## config.mk

```make
export PLATFORM = sky130hd
export DESIGN_NAME = port_bus_master
export DESIGN_NICKNAME = d
export VERILOG_FILES = /design/src/rtl/port_bus_master.sv
export SDC_FILE = /design/constraint.sdc
export NUM_CORES = 1
export LEC_CHECK = 0
export BUFFER_PORTS_ARGS = -buffer_cell sky130_fd_sc_hd__buf_2
export CELL_PAD_IN_SITES_DETAIL_PLACEMENT = 2
export CELL_PAD_IN_SITES_GLOBAL_PLACEMENT = 2
export CORE_UTILIZATION = 28
export DETAILED_ROUTE_END_ITERATION = 12
export PLACE_DENSITY = 0.87
export REMOVE_ABC_BUFFERS = 1
export SETUP_SLACK_MARGIN = 0.4
export SYNTH_ARGS = -nofsm -noshare
export SYNTH_HDL_FRONTEND = slang
export SYNTH_SLANG_ARGS = --single-unit
export TNS_END_PERCENT = 10
```

## constraint.sdc

```tcl
create_clock -name clk -period 2.2 [get_ports clk]
set_clock_uncertainty 0.15 [all_clocks]
set_input_delay 0.22 -clock clk [delete_from_list [all_inputs] [get_ports clk]]
set_output_delay 0.22 -clock clk [all_outputs]
set_load 0.02 [all_outputs]
```

## src/rtl/port_bus_master.sv

```systemverilog
// port_bus_master
//   Hardware initiator for the MCU port I/O bus. Accepts read/write commands
//   and turns each one into a port_id/out_port/io_strb bus cycle. Reads
//   capture in_port and return it as a response.
//
//   A write walks SETUP -> STROBE -> HOLD -> IDLE. A read walks
//   SETUP -> RESP -> IDLE. A 4-bit down-counter times each phase.
//   io_strb is asserted only for writes.
//
// Parameters
//   SETUP_CYC  : cycles the bus is stable before the strobe, or before the
//                read sample (1..15)
//   STROBE_CYC : io_strb high cycles per write (1..15)
//   HOLD_CYC   : cycles the bus is held after the strobe falls (0..15)
//
// Optional build macro
//   PORT_BUS_CMD_FIFO_EN : places a 2-entry command FIFO in front of the FSM.
//                          In that build, cmd_ready means "FIFO not full".
//
// Ports
//   clk, reset            : clock (rising edge); synchronous active-high reset
//   cmd_valid/cmd_ready   : command handshake
//   cmd_write             : 1 = write (OUT), 0 = read (IN)
//   cmd_port_id/cmd_wdata : target port and write data
//   rsp_valid/rsp_ready   : read-response handshake
//   rsp_rdata             : captured in_port value
//   port_id/out_port      : bus address and bus write data
//   io_strb               : bus write strobe
//   in_port               : bus read data (combinational from port_id)
//   busy                  : FSM is outside IDLE
module port_bus_master #(
  parameter int SETUP_CYC  = 1,
  parameter int STROBE_CYC = 1,
  parameter int HOLD_CYC   = 1
) (
  input  logic       clk,
  input  logic       reset,
  input  logic       cmd_valid,
  output logic       cmd_ready,
  input  logic       cmd_write,
  input  logic [7:0] cmd_port_id,
  input  logic [7:0] cmd_wdata,
  output logic       rsp_valid,
  input  logic       rsp_ready,
  output logic [7:0] rsp_rdata,
  output logic [7:0] port_id,
  output logic [7:0] out_port,
  output logic       io_strb,
  input  logic [7:0] in_port,
  output logic       busy
);

  localparam logic [3:0] SETUP_LD  = 4'(SETUP_CYC);
  localparam logic [3:0] STROBE_LD = 4'(STROBE_CYC);
  localparam logic [3:0] HOLD_LD   = 4'(HOLD_CYC);

  typedef enum logic [2:0] {
    S_IDLE,
    S_SETUP,
    S_STROBE,
    S_HOLD,
    S_RESP
  } state_t;

  state_t     state;
  logic [3:0] cnt;
  logic       wr_q;

  // Command source seen by the FSM: the raw port, or the FIFO head.
  logic       src_valid;
  logic       src_write;
  logic [7:0] src_port;
  logic [7:0] src_data;
  logic       take;

  assign take = (state == S_IDLE) && src_valid;
  assign busy = (state != S_IDLE);

`ifdef PORT_BUS_CMD_FIFO_EN
  logic [16:0] fifo_mem [2];
  logic        wr_ptr;
  logic        rd_ptr;
  logic [1:0]  fifo_cnt;
  logic        push;

  // Ready depends only on occupancy. A push and a pop can never collide
  // on a full FIFO, because ready is low whenever the FIFO is full.
  assign cmd_ready = (fifo_cnt != 2'd2);
  assign push      = cmd_valid && cmd_ready;
  assign src_valid = (fifo_cnt != 2'd0);
  assign {src_write, src_port, src_data} = fifo_mem[rd_ptr];

  // NOTE: storage carries no reset. Entries are only read when fifo_cnt
  // says they are valid, so clearing the pointers and count is enough.
  always_ff @(posedge clk) begin
    if (push) fifo_mem[wr_ptr] <= {cmd_write, cmd_port_id, cmd_wdata};
  end

  always_ff @(posedge clk) begin
    if (reset) begin
      wr_ptr   <= 1'b0;
      rd_ptr   <= 1'b0;
      fifo_cnt <= 2'd0;
    end else begin
      if (push) wr_ptr <= ~wr_ptr;
      if (take) rd_ptr <= ~rd_ptr;
      case ({push, take})
        2'b10:   fifo_cnt <= fifo_cnt + 2'd1;
        2'b01:   fifo_cnt <= fifo_cnt - 2'd1;
        default: fifo_cnt <= fifo_cnt;
      endcase
    end
  end
`else
  assign cmd_ready = (state == S_IDLE);
  assign src_valid = cmd_valid;
  assign src_write = cmd_write;
  assign src_port  = cmd_port_id;
  assign src_data  = cmd_wdata;
`endif

  // NOTE: every state register is assigned with <=, so all of them update
  // together from the pre-edge values, regardless of statement order.
  always_ff @(posedge clk) begin
    if (reset) begin
      state     <= S_IDLE;
      cnt       <= 4'd0;
      wr_q      <= 1'b0;
      port_id   <= 8'h00;
      out_port  <= 8'h00;
      io_strb   <= 1'b0;
      rsp_valid <= 1'b0;
      rsp_rdata <= 8'h00;
    end else begin
      case (state)
        S_IDLE: begin
          if (take) begin
            state    <= S_SETUP;
            cnt      <= SETUP_LD;
            wr_q     <= src_write;
            port_id  <= src_port;
            out_port <= src_write ? src_data : 8'h00;
          end
        end

        S_SETUP: begin
          if (cnt == 4'd1) begin
            if (wr_q) begin
              state   <= S_STROBE;
              cnt     <= STROBE_LD;
              io_strb <= 1'b1;
            end else begin
              // Last setup edge: in_port is settled on port_id, so sample it.
              state     <= S_RESP;
              rsp_rdata <= in_port;
              rsp_valid <= 1'b1;
              port_id   <= 8'h00;
            end
          end else begin
            cnt <= cnt - 4'd1;
          end
        end

        S_STROBE: begin
          if (cnt == 4'd1) begin
            io_strb <= 1'b0;
            if (HOLD_CYC == 0) begin
              state    <= S_IDLE;
              port_id  <= 8'h00;
              out_port <= 8'h00;
            end else begin
              state <= S_HOLD;
              cnt   <= HOLD_LD;
            end
          end else begin
            cnt <= cnt - 4'd1;
          end
        end

        S_HOLD: begin
          if (cnt == 4'd1) begin
            state    <= S_IDLE;
            port_id  <= 8'h00;
            out_port <= 8'h00;
          end else begin
            cnt <= cnt - 4'd1;
          end
        end

        S_RESP: begin
          if (rsp_ready) begin
            state     <= S_IDLE;
            rsp_valid <= 1'b0;
          end
        end

        default: state <= S_IDLE;
      endcase
    end
  end

endmodule
```

==> reports/qor.yml <==
dpl_cell_area_um2: 1971
cp-end-kind: "flop"
wirelength_um: 4906
synth.distinct_cells: 37
ys_seq_area_frac: 0.4297
start_util: 0.2894
dieArea_um2: 5962
antenna_found_initial: 0
pin_count: 57
clkPwrFrac: 0.281
syn_inst: 167
grt_pass1_vias: 1623
antenna_cells: 0
rows: 27
grt_max_degree: 20
vdd_drop_max_mv: 0.3071
critPathMaxFanout: 5
first_pass_iters: 4
report.final.slew_viol_count: 0
worst_pin_slew_ns: 0.6081
layout-drive-gt1-share: 0.3866
clkSinkCount: 34
overflow: 0
die_h_um: 77.22
final_cells: 310
max_slew_margin: 0.5946
wire_per_inst_um: 15.83
internal-power_mw: 1.150
numCtsBuffers: 5
syn2layout_area_growth_pct: 37.05
tns_ns: 0
antenna_left: 0
finalHoldWorstSlack_ns: 0.02711
port_buffers: 56
crit_chain: "inv_2 -> ha_4 -> or4b_4 -> nor4b_4 -> buf_6 -> mux2i_1 -> nor2_1"
critPathLaunchType: "flop"
clk_path_buf_depth: 2
clk_latency_ns: 0.28
cpMaxStageDelayCell: "or4b_4"
rsz0062_at_grt: "true"
power_density_nw_per_um2: 771.1
final_hold_viol_count: 0
cts_tree: "yes"
max_stage_delay_ns: 0.49
required_ns: 2.22
track_usage: 0.1724
synth_area_um2: 1584
nets: 268
finalCriticalPeriod_ns: 2.025
root_buffer: "clkbuf_8"
avgViaCountPerCell: 4.794
critical_path_class: "flop to flop"
setup_viol: 0
hp-class: "primary input to flop"
yosysWarningCount: 0
seqPwrFrac: 0.427
avgSynthCellArea_um2: 9.485
core_area_um2: 5473
critPathArrivalTime_ns: 2.04
min_period_over_period: 0.9207
power.leakage_nw: 0.9858
dp.cells: 294
ys_ff_latch: 34
vias: 1486
clk_pin_slew_ns: 0.07
max_freq_mhz: 493.7
maxCapViolCount: 0
p_sw_frac: 0.3128
grt_pass1_wl_um: 7962
die_w_um: 77.22
drtIter0Drc: 27
drc: 0
design_area_um2: 2171
power_frac_comb: 0.292
routabilityCongestion: 0.7500
status: "completed"
hpwl_um: 3227
fillers: 641
switchingPower_mw: 0.5237
htree_levels: 2
==> worst max-delay path: cells and delay by family, from the launching register on <==
family | cells | cell delay [ns]
flops | 1 | 0.33
fa+ha+maj | 1 | 0.13
mux | 1 | 0.19
buf+inv | 2 | 0.26
simple gates | 3 | 0.84
==> through the flow <==
step	utilization	setup WS (ns)	power [mW]
2_1_floorplan	-	0.06880	0.9793
3_3_place_gp	0.3601	0.1914	1.120
3_5_place_dp	0.3601	0.1056	1.137
4_1_cts	0.3921	0.1449	1.684
5_1_grt	0.3967	0.07162	1.776
6_report	0.3967	0.1746	1.674
==> cell type report <==
class	count	area (um^2)	share of cell area
clock buffer	7	86.33	0.03977
tap	72	90.09	0.04150
inverter	3	11.26	0.005187
sequential	34	685.7	0.3159
clock inverter	1	5.005	0.002305
multi-input combinational	121	875.8	0.4035
timing repair buffer	72	416.7	0.1919
==> cells by family after synthesis <==
family | Yosys count | synth area share
fa+ha+maj | 3 | 0.02211
buf+inv | 12 | 0.03475
flops | 34 | 0.4297
compound gates | 15 | 0.07978
mux | 26 | 0.1643
simple gates | 77 | 0.2694
==> power by group through the flow <==
stage               clock network, mW  logic [mW]  registers, mW
floorplan                           0       0.215          0.764
global placement                    0       0.402          0.719
detailed placement                  0       0.416          0.721
CTS                             0.499       0.472          0.713
global route                    0.531       0.527          0.719
finish                          0.470       0.489          0.714
==> per-layer routing <==
metal | GRT usage | vias to the layer above | routed length [um]
met2 | 0.3124 | 39 | 2539
met5 | 0 | - | 0
met1 | 0.1940 | 730 | 2119
met3 | 0.04405 | 7 | 195
met4 | 0.05660 | 0 | 51
li1 | - | 710 | -
==> final timing paths <==
| path | slack, ns | start | to | cells after the start |
|---|---|---|---|---|
| worst max register to register | 0.17 | cnt[1] | rsp_rdata[3] | 7 |
| worst max-delay path | 0.17 | cnt[1] | rsp_rdata[3] | 7 |
| worst min register to register | 0.32 | port_id[7] | port_id[7] | 2 |
| worst min-delay path | 0.03 | cmd_port_id[4] | port_id[4] | 3 |
==> timing repair <==
| action | in CTS | in global routing |
|---|---|---|
| gates cloned | 1 | 0 |
| gates resized for setup | 10 | 1 |
| hold buffers | 0 | 0 |
| setup buffers | 4 | 3 |
| pin swaps | 3 | 4 |
| endpoints found under the setup margin | 31 | 32 |
==> Yosys cell counts, drive strengths merged <==
| cell type | n | share of area |
|---|---|---|
| nor4b | 1 | 0.015 |
| a311oi | 2 | 0.015 |
| a211oi | 1 | 0.0047 |
| nor3 | 6 | 0.019 |
| clkbuf | 4 | 0.0095 |
| nand3b | 1 | 0.0047 |
| dfxtp | 34 | 0.43 |
| buf | 5 | 0.018 |
| and4 | 1 | 0.0055 |
| nor2 | 18 | 0.044 |
| and4b | 1 | 0.0063 |
| or4b | 1 | 0.0087 |
| a211o | 3 | 0.017 |
| maj3 | 1 | 0.0063 |
| nand2 | 19 | 0.045 |
| ha | 2 | 0.016 |
| or3 | 2 | 0.0079 |
| nand2b | 18 | 0.071 |
| o32ai | 1 | 0.0055 |
| mux2i | 26 | 0.16 |
| a21oi | 5 | 0.025 |
| nand3 | 2 | 0.0063 |
| inv | 3 | 0.0071 |
| nor3b | 4 | 0.022 |
| and3 | 1 | 0.0040 |
| o21ai | 1 | 0.0032 |
| o21a | 1 | 0.0047 |
| or3b | 1 | 0.0055 |
| nor2b | 1 | 0.0040 |
| a22oi | 1 | 0.0047 |
==> sequential cells by signal, summed over array words and instances, names as in the netlist <==
register	count
cnt	4
io_strb	1
out_port	8
port_id	8
rsp_rdata	8
rsp_valid	1
state	3
wr_q	1
==> cell usage in the layout, fill, tap and decap left out, drive strengths merged, types with 2 or more instances in the layout <==
cell / instances
nand3: 2
clkbuf: 7
ha: 2
or3: 2
nand2b: 18
nor3: 6
nor3b: 4
mux2i: 26
dfxtp: 34
a211o: 3
buf: 72
inv: 3
a311oi: 2
a21oi: 5
nor2: 18
nand2: 19
Note: power is estimated with default switching activity, not from simulation.
